===== config.mk =====
export PLATFORM = sky130hd
export DESIGN_NAME = line_clear_scanner_flat
export DESIGN_NICKNAME = d
export VERILOG_FILES = /design/src/rtl/tetris_pkg.sv /design/src/rtl/line_clear_scanner_if.sv /design/src/rtl/line_clear_scanner.sv /design/src/flat_wrapper.sv
export SDC_FILE = /design/constraint.sdc
export NUM_CORES = 1
export LEC_CHECK = 0
export ABC_AREA = 1
export CORE_MARGIN = 3
export CORE_UTILIZATION = 35
export CTS_CLUSTER_DIAMETER = 150
export DETAILED_ROUTE_END_ITERATION = 8
export PLACE_DENSITY = 0.66
export SKIP_CTS_REPAIR_TIMING = 1
export SLEW_MARGIN = 20
export SYNTH_ARGS = -nofsm -noshare
export SYNTH_HDL_FRONTEND = slang
export SYNTH_SLANG_ARGS = --single-unit

===== constraint.sdc =====
create_clock -name clk -period 2.23 [get_ports clk]
set_input_delay 0.3345 -clock clk [delete_from_list [all_inputs] [get_ports clk]]
set_output_delay 0.3345 -clock clk [all_outputs]
set_load 0.01 [all_outputs]

===== src/rtl/tetris_pkg.sv =====
// tetris_pkg: board geometry, scanner FSM states and the line-count saturation helper
package tetris_pkg;
    localparam int BOARD_ROWS = 20;
    localparam int BOARD_COLS = 10;
    localparam int ROW_AW     = 5;

    typedef enum logic [2:0] {
        IDLE   = 3'd0,
        READ   = 3'd1,
        EVAL   = 3'd2,
        CLEAR  = 3'd3,
        REPORT = 3'd4
    } state_e;

    // Score logic only distinguishes single/double/triple-or-better.
    function automatic logic [1:0] sat_line_count(input logic [2:0] cnt);
        return (cnt >= 3'd3) ? 2'd3 : cnt[1:0];
    endfunction
endpackage


===== src/rtl/line_clear_scanner_if.sv =====
// line_clear_scanner_if: start/report handshake plus board RAM port of the line-clear scanner
interface line_clear_scanner_if #(
    parameter int ROW_AW = 5,
    parameter int COLS   = 10
);
    logic              start;
    logic              busy;
    logic [ROW_AW-1:0] row_addr;
    logic [COLS-1:0]   row_rdata;
    logic              row_we;
    logic [COLS-1:0]   row_wdata;
    logic              hit;
    logic [1:0]        lineCount;
    logic [2:0]        line_total;
    logic              done;

    modport master (
        input  start, row_rdata,
        output busy, row_addr, row_we, row_wdata, hit, lineCount, line_total, done
    );
    modport slave (
        output start, row_rdata,
        input  busy, row_addr, row_we, row_wdata, hit, lineCount, line_total, done
    );
endinterface


===== src/rtl/line_clear_scanner.sv =====
// line_clear_scanner: bottom-up scan of the board RAM that drops full rows and compacts in place
module line_clear_scanner #(
    parameter int ROWS   = tetris_pkg::BOARD_ROWS,
    parameter int COLS   = tetris_pkg::BOARD_COLS,
    parameter int ROW_AW = tetris_pkg::ROW_AW
) (
    input logic                 clk,
    input logic                 rst,
    line_clear_scanner_if.master io
);
    import tetris_pkg::*;

    localparam logic [ROW_AW-1:0] LAST_ROW = ROW_AW'(ROWS - 1);

    state_e            state_q, state_d;
    logic [ROW_AW-1:0] rd_ptr_q, rd_ptr_d;
    logic [ROW_AW-1:0] wr_ptr_q, wr_ptr_d;
    logic [2:0]        cnt_q, cnt_d;
    logic [1:0]        line_count_q, line_count_d;
    logic [2:0]        line_total_q, line_total_d;
    logic              full;
    logic              wr_en;
    logic [2:0]        cnt_inc;

    assign full    = &io.row_rdata;
    assign cnt_inc = (cnt_q == 3'd7) ? cnt_q : cnt_q + 3'd1;

    always_comb begin
        state_d  = state_q;
        rd_ptr_d = rd_ptr_q;
        wr_ptr_d = wr_ptr_q;
        cnt_d    = cnt_q;
        unique case (state_q)
            IDLE: if (io.start) begin
                rd_ptr_d = LAST_ROW;
                wr_ptr_d = LAST_ROW;
                cnt_d    = 3'd0;
                state_d  = READ;
            end
            READ: state_d = EVAL;
            EVAL: begin
                cnt_d    = full ? cnt_inc : cnt_q;
                wr_ptr_d = full ? wr_ptr_q : wr_ptr_q - 1'b1;
                rd_ptr_d = (rd_ptr_q != '0) ? rd_ptr_q - 1'b1 : rd_ptr_q;
                state_d  = (rd_ptr_q != '0) ? READ : (cnt_d != 3'd0) ? CLEAR : REPORT;
            end
            // After compaction wr_ptr sits on the lowest stale row; zero up to row 0.
            CLEAR: begin
                wr_ptr_d = wr_ptr_q - 1'b1;
                state_d  = (wr_ptr_q == '0) ? REPORT : CLEAR;
            end
            REPORT: state_d = IDLE;
            default: state_d = IDLE;
        endcase
        line_total_d = (state_d == REPORT) ? cnt_d : line_total_q;
        line_count_d = (state_d == REPORT && cnt_d != 3'd0) ? sat_line_count(cnt_d) : line_count_q;
    end

    always_ff @(posedge clk) begin
        if (rst) begin
            state_q      <= IDLE;
            rd_ptr_q     <= '0;
            wr_ptr_q     <= '0;
            cnt_q        <= '0;
            line_count_q <= '0;
            line_total_q <= '0;
        end else begin
            state_q      <= state_d;
            rd_ptr_q     <= rd_ptr_d;
            wr_ptr_q     <= wr_ptr_d;
            cnt_q        <= cnt_d;
            line_count_q <= line_count_d;
            line_total_q <= line_total_d;
        end
    end

    // Surviving rows are only rewritten when they actually move.
    assign wr_en         = (state_q == EVAL && !full && rd_ptr_q != wr_ptr_q) || state_q == CLEAR;
    assign io.busy       = state_q != IDLE;
    assign io.row_we     = wr_en;
    assign io.row_addr   = (state_q == READ) ? rd_ptr_q : wr_en ? wr_ptr_q : '0;
    assign io.row_wdata  = (state_q == EVAL && wr_en) ? io.row_rdata : '0;
    assign io.hit        = state_q == REPORT && cnt_q != 3'd0;
    assign io.done       = state_q == REPORT;
    assign io.lineCount  = line_count_q;
    assign io.line_total = line_total_q;
endmodule

===== src/flat_wrapper.sv =====
// flat-port wrapper written by rule: the top's interface ports become plain ports
module line_clear_scanner_flat import tetris_pkg::*;
#(
    parameter int ROWS   = tetris_pkg::BOARD_ROWS,
    parameter int COLS   = tetris_pkg::BOARD_COLS,
    parameter int ROW_AW = tetris_pkg::ROW_AW
)
  (clk, rst, io_start, io_row_rdata, io_busy, io_row_addr, io_row_we, io_row_wdata, io_hit, io_lineCount, io_line_total, io_done);
  line_clear_scanner_if #(.ROW_AW(ROW_AW), .COLS(COLS)) io_i ();
  input logic clk;
  input logic rst;
  input wire logic [$bits(io_i.start)-1:0] io_start;
  input wire logic [$bits(io_i.row_rdata)-1:0] io_row_rdata;
  output wire logic [$bits(io_i.busy)-1:0] io_busy;
  output wire logic [$bits(io_i.row_addr)-1:0] io_row_addr;
  output wire logic [$bits(io_i.row_we)-1:0] io_row_we;
  output wire logic [$bits(io_i.row_wdata)-1:0] io_row_wdata;
  output wire logic [$bits(io_i.hit)-1:0] io_hit;
  output wire logic [$bits(io_i.lineCount)-1:0] io_lineCount;
  output wire logic [$bits(io_i.line_total)-1:0] io_line_total;
  output wire logic [$bits(io_i.done)-1:0] io_done;
  assign io_i.start = io_start;
  assign io_i.row_rdata = io_row_rdata;
  assign io_busy = io_i.busy;
  assign io_row_addr = io_i.row_addr;
  assign io_row_we = io_i.row_we;
  assign io_row_wdata = io_i.row_wdata;
  assign io_hit = io_i.hit;
  assign io_lineCount = io_i.lineCount;
  assign io_line_total = io_i.line_total;
  assign io_done = io_i.done;
  line_clear_scanner #(.ROWS(ROWS), .COLS(COLS), .ROW_AW(ROW_AW)) u_core (.clk(clk), .rst(rst), .io(io_i));
endmodule

Word-level counts from Yosys, hierarchy flattened
Cells that the tools add are included.
- multiplexer cells: 18
- order comparisons: 1
- eq/ne operators: 10
- add/subtract/negate cells: 3
- reductions and logical operators: 19
- operators by type and width (cell ; number):
    5-bit two-way mux ; 5
    3-bit two-way mux ; 7
    5-bit case mux with 3 select lines ; 1
    3-bit nonzero test ; 5
    3-bit case mux with 4 select lines ; 1
    10-bit two-way mux ; 1
    5-bit case mux with 2 select lines ; 1
    10-bit AND reduction ; 1
    5-bit by 1-bit subtractor with 5-bit output, second input constant ; 2
    3-bit equality test, second input constant ; 3
    3-bit by 2-bit equality test with 1-bit output, second input constant ; 2
    3-bit case mux with 2 select lines ; 1
    3-bit AND reduction ; 2
    1-bit logical AND ; 5
    5-bit logical NOT ; 1
    5-bit inequality test ; 1
    5-bit nonzero test ; 1
    2-bit inequality test, second input constant ; 2
    3-bit by 1-bit adder with 3-bit output, second input constant ; 1
    3-bit by 1-bit equality test with 1-bit output, second input constant ; 1
    3-bit by 2-bit >= comparator with 1-bit output, second input constant ; 1
    3-bit logical NOT ; 1
    2-bit two-way mux ; 1
    2-bit by 1-bit inequality test with 1-bit output, second input constant ; 1
    3 further kinds ; 3
- word-level logic and storage cells: 57
- output and inout bits: 24
- input bits: 13
- register bits after elaboration: 21

Longest topological paths before layout
- depth after elaboration: 9
- gate-level depth with buffers: 14
- gate-level depth less buffers: 14

Worst setup path after synthesis
Ideal clock, no wire load.
- path kind: flip-flop to flip-flop
- start point: register u_core.cnt_q[0]
- end point: register u_core.line_count_q[0], in the netlist u_core.io.lineCount[0]
- library setup time: 0.132 ns
- data required time: 2.098 ns
- buffers on the path: 0
- period minus slack after synthesis: 1.528 ns
- data arrival time: 1.396 ns
- stages on the path, launching flop included: 11
- setup slack: 0.702 ns
- path through: dfxtp_1 inv_1 ha_1 o21ai_2 nand2_4 nand2_4 nand4_4 nand2_4 nand2_1 nand2_1 a21oi_2
- cells in the longest elaborated chain, start to end: 9
- elaborated cells between the ends (all ways): 15
- those cells by class: add/sub: 1; order compare: 1; eq/ne: 2; mux: 8; reduce/logical: 3
- RTL lines (element ; RTL line ; source):
    start: declaration ; line_clear_scanner.sv:18 ; logic [2:0] cnt_q, cnt_d;
    start signal: assignment ; line_clear_scanner.sv:71 ; cnt_q <= cnt_d;
    3-bit by 1-bit adder with 3-bit output or 3-bit equality test (tied branches) ; line_clear_scanner.sv:26 ; assign cnt_inc = (cnt_q == 3'd7) ? cnt_q : cnt_q + 3'd1;
    3-bit two-way mux ; line_clear_scanner.sv:26 ;
    3-bit two-way mux ; line_clear_scanner.sv:42 ; cnt_d = full ? cnt_inc : cnt_q;
    3-bit nonzero test ; line_clear_scanner.sv:45 ; state_d = (rd_ptr_q != '0) ? READ : (cnt_d != 3'd0) ? CLEAR : REPORT;
    3-bit two-way mux (2 in series) ; line_clear_scanner.sv:45 ;
    3-bit case mux with 4 select lines ; line_clear_scanner.sv:33 ; unique case (state_q)
    3-bit equality test ; line_clear_scanner.sv:56 ; line_count_d = (state_d == REPORT && cnt_d != 3'd0) ? sat_line_count(cnt_d) : line_count_q;
    1-bit logical AND ; line_clear_scanner.sv:56 ;
    end signal: assignment ; line_clear_scanner.sv:72 ; line_count_q <= line_count_d;
    end: declaration ; line_clear_scanner.sv:19 ; logic [1:0] line_count_q, line_count_d;
Several ways; a longest one is shown, not always the timed one.
A chain may end at the register's enable or synchronous reset.

Final worst setup path
- start point: input port io_row_rdata[1]
- end point: output port io_row_addr[0]
- cells in the longest elaborated chain, start to end: 7
- RTL lines (element ; RTL line ; source):
    start: declaration ; flat_wrapper.sv:13 ; input wire logic [$bits(io_i.row_rdata)-1:0] io_row_rdata;
    10-bit AND reduction ; line_clear_scanner.sv:25 ; assign full = &io.row_rdata;
    1-bit logical NOT ; line_clear_scanner.sv:78 ; assign wr_en = (state_q == EVAL && !full && rd_ptr_q != wr_ptr_q) || state_q == CLEAR;
    1-bit logical AND (2 in series) ; line_clear_scanner.sv:78 ;
    1-bit logical OR ; line_clear_scanner.sv:78 ;
    5-bit two-way mux (2 in series) ; line_clear_scanner.sv:81 ; assign io.row_addr = (state_q == READ) ? rd_ptr_q : wr_en ? wr_ptr_q : '0;
    end: declaration ; flat_wrapper.sv:15 ; output wire logic [$bits(io_i.row_addr)-1:0] io_row_addr;
No other way between the ends.

==> results.toml <==
[critical_path]
crit_fanout = 6
path_cells = "clkdlybuf4s50_1 -> nand2_2 -> nor2_4 -> nand3_2 -> nand3_1 -> o21ai_2 -> nand2_1 -> o21ai_0 -> dlymetal6s2s_1"
slowest_stage = "clkdlybuf4s50_1"
cp_top_family = "buffers and inverters"
end_kind = "primary output"
start_kind = "input pin"
arrival_ns = 1.70
cp.required_ns = 1.90
criticalPathCategory = "input pin to primary output"
max_stage_delay_ns = 0.50
worst-path-buf-inv = 2

[synthesis]
syn_nets = 234
syn-instance-count = 216
syn_area_per_cell_sq_um = 6.84
synth_ff_type = "dfxtp_1"
yosysWarnings = 0
netlist_area_sq_um = 1480
synthTopCellsByArea = "dfxtp_1 28%, nand2_1 9.9%, inv_1 8.9%, nor2_1 7.4%, o21ai_0 4.4%"
synthArstFlopShare = 0
ys_ff_latch = 21
synth_enable_flop_cells = 0
yosysTopAreaCell = "dfxtp_1"
synth_seq_area_share = 0.285
synth_cell_types = 34
synth_top_area_frac = 0.285

[route]
ant_nets = 0
drtIter0Drc = 44
wire_per_inst_um = 11.0
dr.pass1.iters = 4
wl_um = 3400
route.vias.total = 1434
drc = 0
via_per_inst = 4.63

[sta]
worst_pin_slew_ns = 0.359
clock-skew-final_ns = 0.00502
hold_ws_ns = 0.464
max_freq_ghz = 0.491
period_share = 0.914
fin_crit_ns = 2.04
max_slew_margin = 0.760
rsz0062_at_grt = "false"
final_hold_viol_count = 0
finalSetupViolCount = 0
tns_ns = 0
maxSlewViolCount = 0

[min_path]
min_path_type = "flip-flop to flip-flop"

[global_route]
grt_overflow = 0
grt_max_degree = 13
gr-usage-met2 = 0.229
grt_pass1_wl_um = 5880
grt_use_met1 = 0.192
gr-max-usage-layer = "met2"
grtUsageTotal = 0.142
use_met3 = 0.0313
antenna_found_initial = 0
grt_pass1_vias = 1373

[power]
p_sw_mw = 0.329
vdd_ir_drop_max_uv = 382
p_clk_frac = 0.249
combPwrFrac = 0.317
power_density_nw_per_um2 = 488
seq_power_share = 0.434
switching_share = 0.331
p_leak_nw = 1.13
p_int_mw = 0.666

[finish]
layout.nets = 281
fin_util = 0.529
final_common_cell = "nand2_1"
fin_cells = 310
fillCellCount = 390
drive_above_1_share = 0.172
fin_area_sq_um = 2040
n_antenna_cell = 0
syn_to_final_growth_pct = 38.1
final_cell_mix = "39 x nand2_1, 35 x inv_1, 29 x nor2_1"

[clock_tree]
path_clk_slew_ns = 0.07
cts_made_buffers = 3
cts_tree = "built"
clk_latency_ns = 0.26
cts_max_level = 1
cts_buffer_depth = 2
cts_root_buf = "clkbuf_8"
clock_sinks = 21

[die]
io_pins = 37
die_w_um = 71.0
rows = 22
initial_utilization = 0.383
fp.dieH_um = 71.0
die_area_sq_um = 5030
coreArea_sq_um = 3850

[run_status]
status = "complete, no violations"

[placed_design]
place_congestion = 0.790
io_buffers = 36
dp_hpwl_um = 2730
dp.cells = 306
placed_area_sq_um = 1950

[flow_run]
max-cap-violations = 0
-- path summary, 6_finish.rpt --
path / startpoint / end / slack [ns] / depth (start not counted)
max: io_row_rdata[1] / io_row_addr[0] / 0.19 / 9
min: u_core.io.line_total[1]$_SDFFE_PP0N_ / u_core.io.line_total[1]$_SDFFE_PP0N_ / 0.46 / 2
max reg2reg: u_core.rd_ptr_q[1]$_SDFFE_PP0P_ / u_core.rd_ptr_q[3]$_SDFFE_PP0P_ / 0.51 / 11
min reg2reg: u_core.io.line_total[1]$_SDFFE_PP0N_ / u_core.io.line_total[1]$_SDFFE_PP0N_ / 0.46 / 2
-- cell type report --
class                           count  area [sq um]  share of cell area
Multi-Input combinational cell    150           877               0.430
Timing Repair Buffer               46           479               0.235
Sequential cell                    21           420               0.206
Inverter                           41           155              0.0761
Tap cell                           48          60.1              0.0295
Clock buffer                        3          41.3              0.0203
Clock inverter                      1          5.00             0.00246
-- state kept, by name, summed over array words and instances, names as in the netlist --
signal,flops
u_core.state_q,3
u_core.io.lineCount,2
u_core.cnt_q,3
u_core.io.line_total,3
u_core.wr_ptr_q,5
u_core.rd_ptr_q,5
-- power by group through the flow --
| stage | Sequential, mW | Combinational [mW] | Clock (mW) |
|---|---|---|---|
| 6_report | 0.431 | 0.316 | 0.248 |
| 3_3_place_gp | 0.439 | 0.318 | 0 |
| 2_1_floorplan | 0.432 | 0.208 | 0 |
| 5_1_grt | 0.436 | 0.362 | 0.273 |
| 4_1_cts | 0.431 | 0.322 | 0.256 |
| 3_5_place_dp | 0.440 | 0.320 | 0 |
-- cell usage after synthesis, types with 2 or more instances --
master,count
a21oi_1,7
a21oi_2,3
a31oi_1,4
dfxtp_1,21
ha_1,5
inv_1,35
inv_2,4
nand2_1,39
nand2_2,5
nand2_4,4
nand3_1,7
nand3_2,2
nand4_1,2
nor2_1,29
nor2_4,5
nor3_1,6
o21ai_0,13
o21ai_1,3
o21ai_2,3
xnor2_1,3
xor2_1,3
-- tightest hold or removal path, cell delays in order, from the launching register on --
cell and delay (ns):
dfxtp_1 0.31, nand2_1 0.06, a21oi_1 0.05
-- kinds of logic after synthesis --
group / share of synthesized area
simple gates: 0.364
compound gates: 0.153
buf+inv: 0.121
xor+xnor: 0.0356
flops: 0.285
fa+ha+maj: 0.0424
-- through the flow --
stage	power (mW)	setup WS [ns]
final	0.995	0.193
after global routing	1.07	0.0692
after CTS	1.01	-0.119
after detailed placement	0.760	-0.111
after global placement	0.758	-0.0944
after floorplan	0.640	0.702
-- metal layers --
metal	routed length (um)	up-vias
li1	-	773
met1	1660	619
met2	1500	38
met3	202	4
met4	40	0
met5	0	-
Note: power is estimated with default switching activity, not from simulation.
